<file path="config.mk">
export PLATFORM = sky130hd
export DESIGN_NAME = exe_hazard_ctrl
export DESIGN_NICKNAME = d
export VERILOG_FILES = /design/src/rtl/exe_hazard_ctrl_pkg.sv /design/src/rtl/hz_scoreboard.sv /design/src/rtl/exe_hazard_ctrl.sv
export SDC_FILE = /design/constraint.sdc
export NUM_CORES = 1
export LEC_CHECK = 0
export ABC_AREA = 1
export CAP_MARGIN = 20
export CORE_ASPECT_RATIO = 0.7
export CORE_UTILIZATION = 40
export DETAILED_ROUTE_END_ITERATION = 10
export GPL_TIMING_DRIVEN = 0
export PLACE_DENSITY = 0.63
export SYNTH_ARGS = -nofsm -noshare
export SYNTH_HDL_FRONTEND = slang
export SYNTH_HIERARCHICAL = 1
export SYNTH_SLANG_ARGS = --single-unit
</file>
<file path="constraint.sdc">
create_clock -name clk -period 1.7 [get_ports clk]
set_input_delay 0.34 -clock clk [delete_from_list [all_inputs] [get_ports clk]]
set_output_delay 0.34 -clock clk [all_outputs]
set_load 0.005 [all_outputs]
</file>
<file path="src/rtl/exe_hazard_ctrl_pkg.sv">
// Shared types for the execute-stage hazard controller: forwarding selects,
// controller states and the shadow-scoreboard slot layout.
package exe_hazard_ctrl_pkg;

    // Slot rd field is sized for the widest register index supported; narrower
    // indices are zero-extended on entry and on comparison.
    localparam int unsigned SB_RD_W  = 8;
    localparam int unsigned SB_NSLOT = 3;
    localparam int unsigned SLOT_EX  = 0;
    localparam int unsigned SLOT_MEM = 1;

    typedef enum logic [1:0] {
        FWD_NONE = 2'd0,
        FWD_ALU  = 2'd1,
        FWD_MEM  = 2'd2
    } fwd_sel_t;

    typedef enum logic [1:0] {
        RUN      = 2'd0,
        LU_STALL = 2'd1,
        MEM_WAIT = 2'd2
    } hz_state_t;

    typedef struct packed {
        logic               valid;
        logic [SB_RD_W-1:0] rd;
        logic               wr;
        logic               load;
    } sb_slot_t;

    localparam sb_slot_t SLOT_EMPTY = '0;

    // A slot supplies a source when it holds a live writer of that non-zero register.
    function automatic logic slot_match(sb_slot_t slot, logic [SB_RD_W-1:0] src, logic used);
        return used && slot.valid && slot.wr && (slot.rd == src) && (src != '0);
    endfunction

endpackage

</file>
<file path="src/rtl/hz_scoreboard.sv">
// Three-slot shadow of the EX/MEM/WB destination registers. Shifts one slot
// per advance, can drop the incoming entry, and holds everything when not
// advancing. Reports which of the two decode sources hit EX and MEM.
module hz_scoreboard
    import exe_hazard_ctrl_pkg::*;
(
    input  logic               clk,
    input  logic               rst_n,
    input  logic               advance,
    input  logic               invalidate,
    input  sb_slot_t           dec_slot,
    input  logic [SB_RD_W-1:0] src_a,
    input  logic [SB_RD_W-1:0] src_b,
    input  logic               use_a,
    input  logic               use_b,
    output logic               ex_valid,
    output logic               ex_load,
    output logic [1:0]         ex_match,
    output logic [1:0]         mem_match
);

    sb_slot_t slot_q [SB_NSLOT];

    // Slot pipeline: decode -> EX -> MEM -> WB on advance, frozen otherwise.
    always_ff @(posedge clk or negedge rst_n) begin
        if (!rst_n) begin
            for (int unsigned i = 0; i < SB_NSLOT; i++) begin
                slot_q[i] <= SLOT_EMPTY;
            end
        end else if (advance) begin
            for (int unsigned i = SB_NSLOT - 1; i > 0; i--) begin
                slot_q[i] <= slot_q[i-1];
            end
            slot_q[SLOT_EX] <= invalidate ? SLOT_EMPTY : dec_slot;
        end
    end

    // Source hit vectors, bit 0 = source A, bit 1 = source B.
    always_comb begin
        ex_valid     = slot_q[SLOT_EX].valid;
        ex_load      = slot_q[SLOT_EX].valid && slot_q[SLOT_EX].load;
        ex_match[0]  = slot_match(slot_q[SLOT_EX],  src_a, use_a);
        ex_match[1]  = slot_match(slot_q[SLOT_EX],  src_b, use_b);
        mem_match[0] = slot_match(slot_q[SLOT_MEM], src_a, use_a);
        mem_match[1] = slot_match(slot_q[SLOT_MEM], src_b, use_b);
    end

endmodule

</file>
<file path="src/rtl/exe_hazard_ctrl.sv">
// Execute-stage hazard controller: load-use bubbles, branch/jump flushes,
// data-memory wait freezes, registered forwarding selects and event counters.
module exe_hazard_ctrl
    import exe_hazard_ctrl_pkg::*;
#(
    parameter int unsigned XLEN   = 32,
    parameter int unsigned NREG_W = 5
) (
    input  logic              clk,
    input  logic              rst_n,
    input  logic              dec_valid,
    input  logic [NREG_W-1:0] dec_rs1,
    input  logic [NREG_W-1:0] dec_rs2,
    input  logic [NREG_W-1:0] dec_rd,
    input  logic              dec_use_rs1,
    input  logic              dec_use_rs2,
    input  logic              dec_wr,
    input  logic              dec_load,
    input  logic              exe_branch,
    input  logic              exe_jump,
    input  logic              br_true,
    input  logic              mem_busy,
    output logic              stall_if,
    output logic              stall_id,
    output logic              bubble_ex,
    output logic              flush_id,
    output logic              flush_ex,
    output logic [1:0]        fwd_a_sel,
    output logic [1:0]        fwd_b_sel,
    output logic [XLEN-1:0]   stall_cnt,
    output logic [XLEN-1:0]   flush_cnt
);

    sb_slot_t           dec_slot;
    logic [SB_RD_W-1:0] src_a;
    logic [SB_RD_W-1:0] src_b;
    logic               ex_valid;
    logic               ex_load;
    logic [1:0]         ex_match;
    logic [1:0]         mem_match;

    logic               redirect;
    logic               load_use;
    logic               stall;
    fwd_sel_t           sel_a;
    fwd_sel_t           sel_b;
    fwd_sel_t           fwd_a_q;
    fwd_sel_t           fwd_b_q;
    hz_state_t          state_q;
    hz_state_t          state_d;
    hz_state_t          ret_q;
    hz_state_t          ret_d;
    logic [XLEN-1:0]    stall_cnt_q;
    logic [XLEN-1:0]    flush_cnt_q;

    // Decode entry and source indices widened to the scoreboard format.
    always_comb begin
        dec_slot       = SLOT_EMPTY;
        dec_slot.valid = dec_valid;
        dec_slot.rd    = SB_RD_W'(dec_rd);
        dec_slot.wr    = dec_wr;
        dec_slot.load  = dec_load;
        src_a          = SB_RD_W'(dec_rs1);
        src_b          = SB_RD_W'(dec_rs2);
    end

    hz_scoreboard u_scoreboard (
        .clk        (clk),
        .rst_n      (rst_n),
        .advance    (!mem_busy),
        .invalidate (redirect || load_use),
        .dec_slot   (dec_slot),
        .src_a      (src_a),
        .src_b      (src_b),
        .use_a      (dec_use_rs1),
        .use_b      (dec_use_rs2),
        .ex_valid   (ex_valid),
        .ex_load    (ex_load),
        .ex_match   (ex_match),
        .mem_match  (mem_match)
    );

    // Hazard arbitration: memory wait beats redirect beats load-use; reset forces all low.
    always_comb begin
        redirect = 1'b0;
        load_use = 1'b0;
        stall    = 1'b0;
        if (rst_n) begin
            if (mem_busy) begin
                stall = 1'b1;
            end else if (ex_valid && (exe_jump || (exe_branch && br_true))) begin
                redirect = 1'b1;
            end else if (ex_load && (|ex_match)) begin
                load_use = 1'b1;
                stall    = 1'b1;
            end
        end
    end

    // Forwarding selects computed at decode; EX hit wins over MEM hit.
    always_comb begin
        sel_a = ex_match[0] ? FWD_ALU : (mem_match[0] ? FWD_MEM : FWD_NONE);
        sel_b = ex_match[1] ? FWD_ALU : (mem_match[1] ? FWD_MEM : FWD_NONE);
    end

    // Selects travel into EX with their instruction; squashed entries carry none.
    always_ff @(posedge clk or negedge rst_n) begin
        if (!rst_n) begin
            fwd_a_q <= FWD_NONE;
            fwd_b_q <= FWD_NONE;
        end else if (!mem_busy) begin
            fwd_a_q <= (redirect || load_use) ? FWD_NONE : sel_a;
            fwd_b_q <= (redirect || load_use) ? FWD_NONE : sel_b;
        end
    end

    // Controller state and the state to resume after a memory wait.
    always_ff @(posedge clk or negedge rst_n) begin
        if (!rst_n) begin
            state_q <= RUN;
            ret_q   <= RUN;
        end else begin
            state_q <= state_d;
            ret_q   <= ret_d;
        end
    end

    // Next state. Stall/flush outputs come from slot contents rather than the
    // state so that a load-use frozen under MEM_WAIT is still caught on resume.
    always_comb begin
        state_d = state_q;
        ret_d   = ret_q;
        if (mem_busy) begin
            state_d = MEM_WAIT;
            if (state_q != MEM_WAIT) begin
                ret_d = state_q;
            end
        end else begin
            case (state_q)
                RUN:      state_d = load_use ? LU_STALL : RUN;
                LU_STALL: state_d = RUN;
                MEM_WAIT: state_d = load_use ? LU_STALL : ret_q;
                default:  state_d = RUN;
            endcase
        end
    end

    // Saturating stall and redirect event counters.
    always_ff @(posedge clk or negedge rst_n) begin
        if (!rst_n) begin
            stall_cnt_q <= '0;
            flush_cnt_q <= '0;
        end else begin
            if (stall && (stall_cnt_q != '1)) begin
                stall_cnt_q <= stall_cnt_q + 1'b1;
            end
            if (redirect && (flush_cnt_q != '1)) begin
                flush_cnt_q <= flush_cnt_q + 1'b1;
            end
        end
    end

    assign stall_if  = stall;
    assign stall_id  = stall;
    assign bubble_ex = load_use;
    assign flush_id  = redirect;
    assign flush_ex  = redirect;
    assign fwd_a_sel = fwd_a_q;
    assign fwd_b_sel = fwd_b_q;
    assign stall_cnt = stall_cnt_q;
    assign flush_cnt = flush_cnt_q;

endmodule

</file>
==> results.yml <==
synthesis:
  yosys_most_used_dff: "dfrtp_1"
  synth_cell_types: 30
  netlist_area_um2: 6080
  ys.warnings.count: 6
  async_reset_ff_frac: 1.00
  synth_cells: 956
  synth_area_per_cell_um2: 6.36
  synth_seq_cells: 89
  synth-seq-area-share: 0.366
  synth_edf_count: 0
detailed_routing:
  antenna_violating_nets_post_route: 0
  first_iter_violations: 417
  drt_pre_antenna_iters: 5
  mean_routed_wirelength_per_cell_um: 14.1
  total_wirelength_of_the_detailed_routed_design_um: 18800
  vias: 6324
  avgViaCountPerCell: 4.73
  route.detailed.drc: 0
timing:
  fmax_mhz: 421
  rsz0062_at_grt: "true"
  layout_worst_path_cycle_share: 1.40
  worst_clock_skew_ps: 4.75
  setup_violations: 48
  hold_violations: 0
  report.final.slew_viol_count: 0
  final_critical_path_setup_slack_ps: -677
  layout_min_cycle_time_ps: 2380
  slew_headroom: 0.658
  hold-worst-slack_ps: 132
  timing.setup.tns_ps: -19930
  transition_at_the_pin_with_the_smallest_max_transition_slack_ps: 512
grt:
  global_route_wire_length_before_repair_um: 28900
  grt_start_max_net_pins: 26
  antenna_found_initial: 0
  via_count_of_the_first_global_routing_pass: 5597
  overflow: 0
  grt.total_usage: 0.240
run_status:
  violations_in_the_final_reports: "setup timing"
  run_status: "complete, but fails checks"
cts:
  cts-htree-levels: 3
  root_buffer: "clkbuf_16"
  worst_skew_pair.late_latency_ps: 350
  tritoncts: "yes"
  max-clock-path-buffers: 2
  cts.sink_count: 89
  clk_pin_slew_ps: 70
  cts_buffers: 9
cells_and_area:
  final_core_util: 0.586
  post-route-cell-area_um2: 8650
  fillers: 1434
  drive_gt1_frac: 0.201
  layout.cells.most_common: "nand2_1"
  final_cell_count_no_fill: 1337
  final_cell_mix: "nand2_1 (415), nor2_1 (124), inv_1 (85)"
  n_antenna_cell: 0
  areaGrowthSynthToFinish_pct: 42.3
  final_net_count: 1165
die:
  fp.dieH_um: 105
  design.portCount: 99
  initial_utilization: 0.412
  core_area_um2: 14800
  fp.dieW_um: 149
  design.die.area_um2: 15700
  placementRows: 37
placed_design:
  placement.io_buffers: 98
  place_hpwl_um: 13000
  place.detailed.instances: 1276
  detailedPlace.worstSlack_ps: -1290
  gp_routability_congestion: 0.958
  dpl_cell_area_um2: 7430
pwr:
  sw_frac_of_total: 0.282
  seq_power_share: 0.412
  peakVddDrop_mv: 0.495
  internal-power_mw: 4.27
  static-leakage-power_nw: 4.14
  clockPowerShare: 0.380
  combinational_group_share_of_total_power: 0.208
  net-switching-power_mw: 1.67
  design_power_total_mw: 5.94
  power_density_nw_per_um2: 687
worst_setup_path:
  critical_path_class: "reg -> out"
  timing.reg2reg.worst_path_depth: 17
  regToRegStartpoint: "u_scoreboard/slot_q[26]"
  reg2reg_slack_ps: -470
  setup.worst_path.start_class: "flop"
  timing.critical_path.arrival_ps: 2040
  worst_r2r_endpoint: "u_scoreboard/ex_valid"
  crit_path_max_fanout: 4
  setup.worst_path.end_class: "primary output"
  worst-endpoint-required_ps: 1360
flow_run:
  drv_cap: 0
hold_path:
  worst_hold_path_type: "in -> async"
## routing by layer
metal  GRT usage  vias up  routed length (um)
li1            -     3220                   -
met1       0.364     2877                9570
met2       0.342      208                7830
met3      0.0480       19                1210
met4      0.0627        0                 228
met5           0        -                   0
## cell usage after synthesis (all sizes together), types with 2 or more instances
cell / n / share of area
nand2: 457 / 0.29
nor2: 141 / 0.097
inv: 101 / 0.063
dfrtp: 89 / 0.37
nand3: 47 / 0.040
xnor2: 29 / 0.042
o21ai: 22 / 0.018
buf: 20 / 0.026
xor2: 19 / 0.029
nand4: 11 / 0.011
a21oi: 7 / 0.0058
clkinv: 7 / 0.0043
ha: 2 / 0.0041
## worst max-delay path, stage by stage (launching register included)
cell     delay (ps)
dfrtp_1         430
inv_2            90
nand2_1          50
nand2_1          70
inv_2            30
nand2_2          50
nor2_1           30
nand2_1          90
nor2_2           50
o21a_1          190
nand2_1          70
nand2_1          50
nand2_2         100
inv_2            50
buf_6           110
buf_6           100
buf_6           100
## kinds of logic after synthesis
family                     Yosys count  share of synthesized area
other                                1                   0.000617
AOI/OAI and AO/OA                   30                     0.0251
adders and majority gates            2                    0.00412
xor gates and xnor gates            48                     0.0704
buffers and inverters              128                     0.0930
DFF                                 89                      0.366
and+or+nand+nor                    658                      0.440
## power groups by stage
stage	registers [mW]	clock network (mW)	logic, mW
detailed placement	2.49	0	0.954
global placement	2.49	0	0.934
floorplan	2.46	0	0.528
CTS	2.44	2.27	1.10
global route	2.48	2.38	1.36
finish	2.45	2.26	1.23
## worst max-delay path by stage
stage	from	end	slack, ps	cells past startpoint
after floorplan	u_scoreboard/slot_q[27]	stall_cnt[18]	-20	13
after global placement	rst_n	stall_if	-4170	5
after detailed placement	dec_rs1[2]	stall_if	-1290	16
after CTS	u_scoreboard/slot_q[26]	stall_if	-720	16
after global routing	u_scoreboard/slot_q[27]	stall_if	-800	15
final	u_scoreboard/slot_q[26]	stall_if	-680	16
## area by class of cell
cell class                      instances  area, um2  share of cell area
Multi-Input combinational cell        765       3620               0.418
Buffer                                 19        210              0.0243
Tap cell                              195        244              0.0282
Clock inverter                          5       77.6             0.00897
Sequential cell                        89       2290               0.265
Timing Repair Buffer                  145       1530               0.177
Inverter                              108        420              0.0486
Clock buffer                           11        253              0.0292
## state kept, by name, summed over array words and instances, names as in the netlist
register,cells
u_scoreboard/slot_q,20
flush_cnt,32
fwd_a_sel,2
u_scoreboard/ex_valid,1
stall_cnt,32
fwd_b_sel,2
## what timing repair did
action | in CTS | in global routing
gates cloned | 3 | 4
setup buffers | 23 | 15
setup endpoints to repair | 107 | 128
hold buffers | 2 | 0
endpoints found under the hold margin | 42 | 0
resized for setup | 114 | 105
pin swaps | 13 | 37
Power figures use the tool's default switching activity.
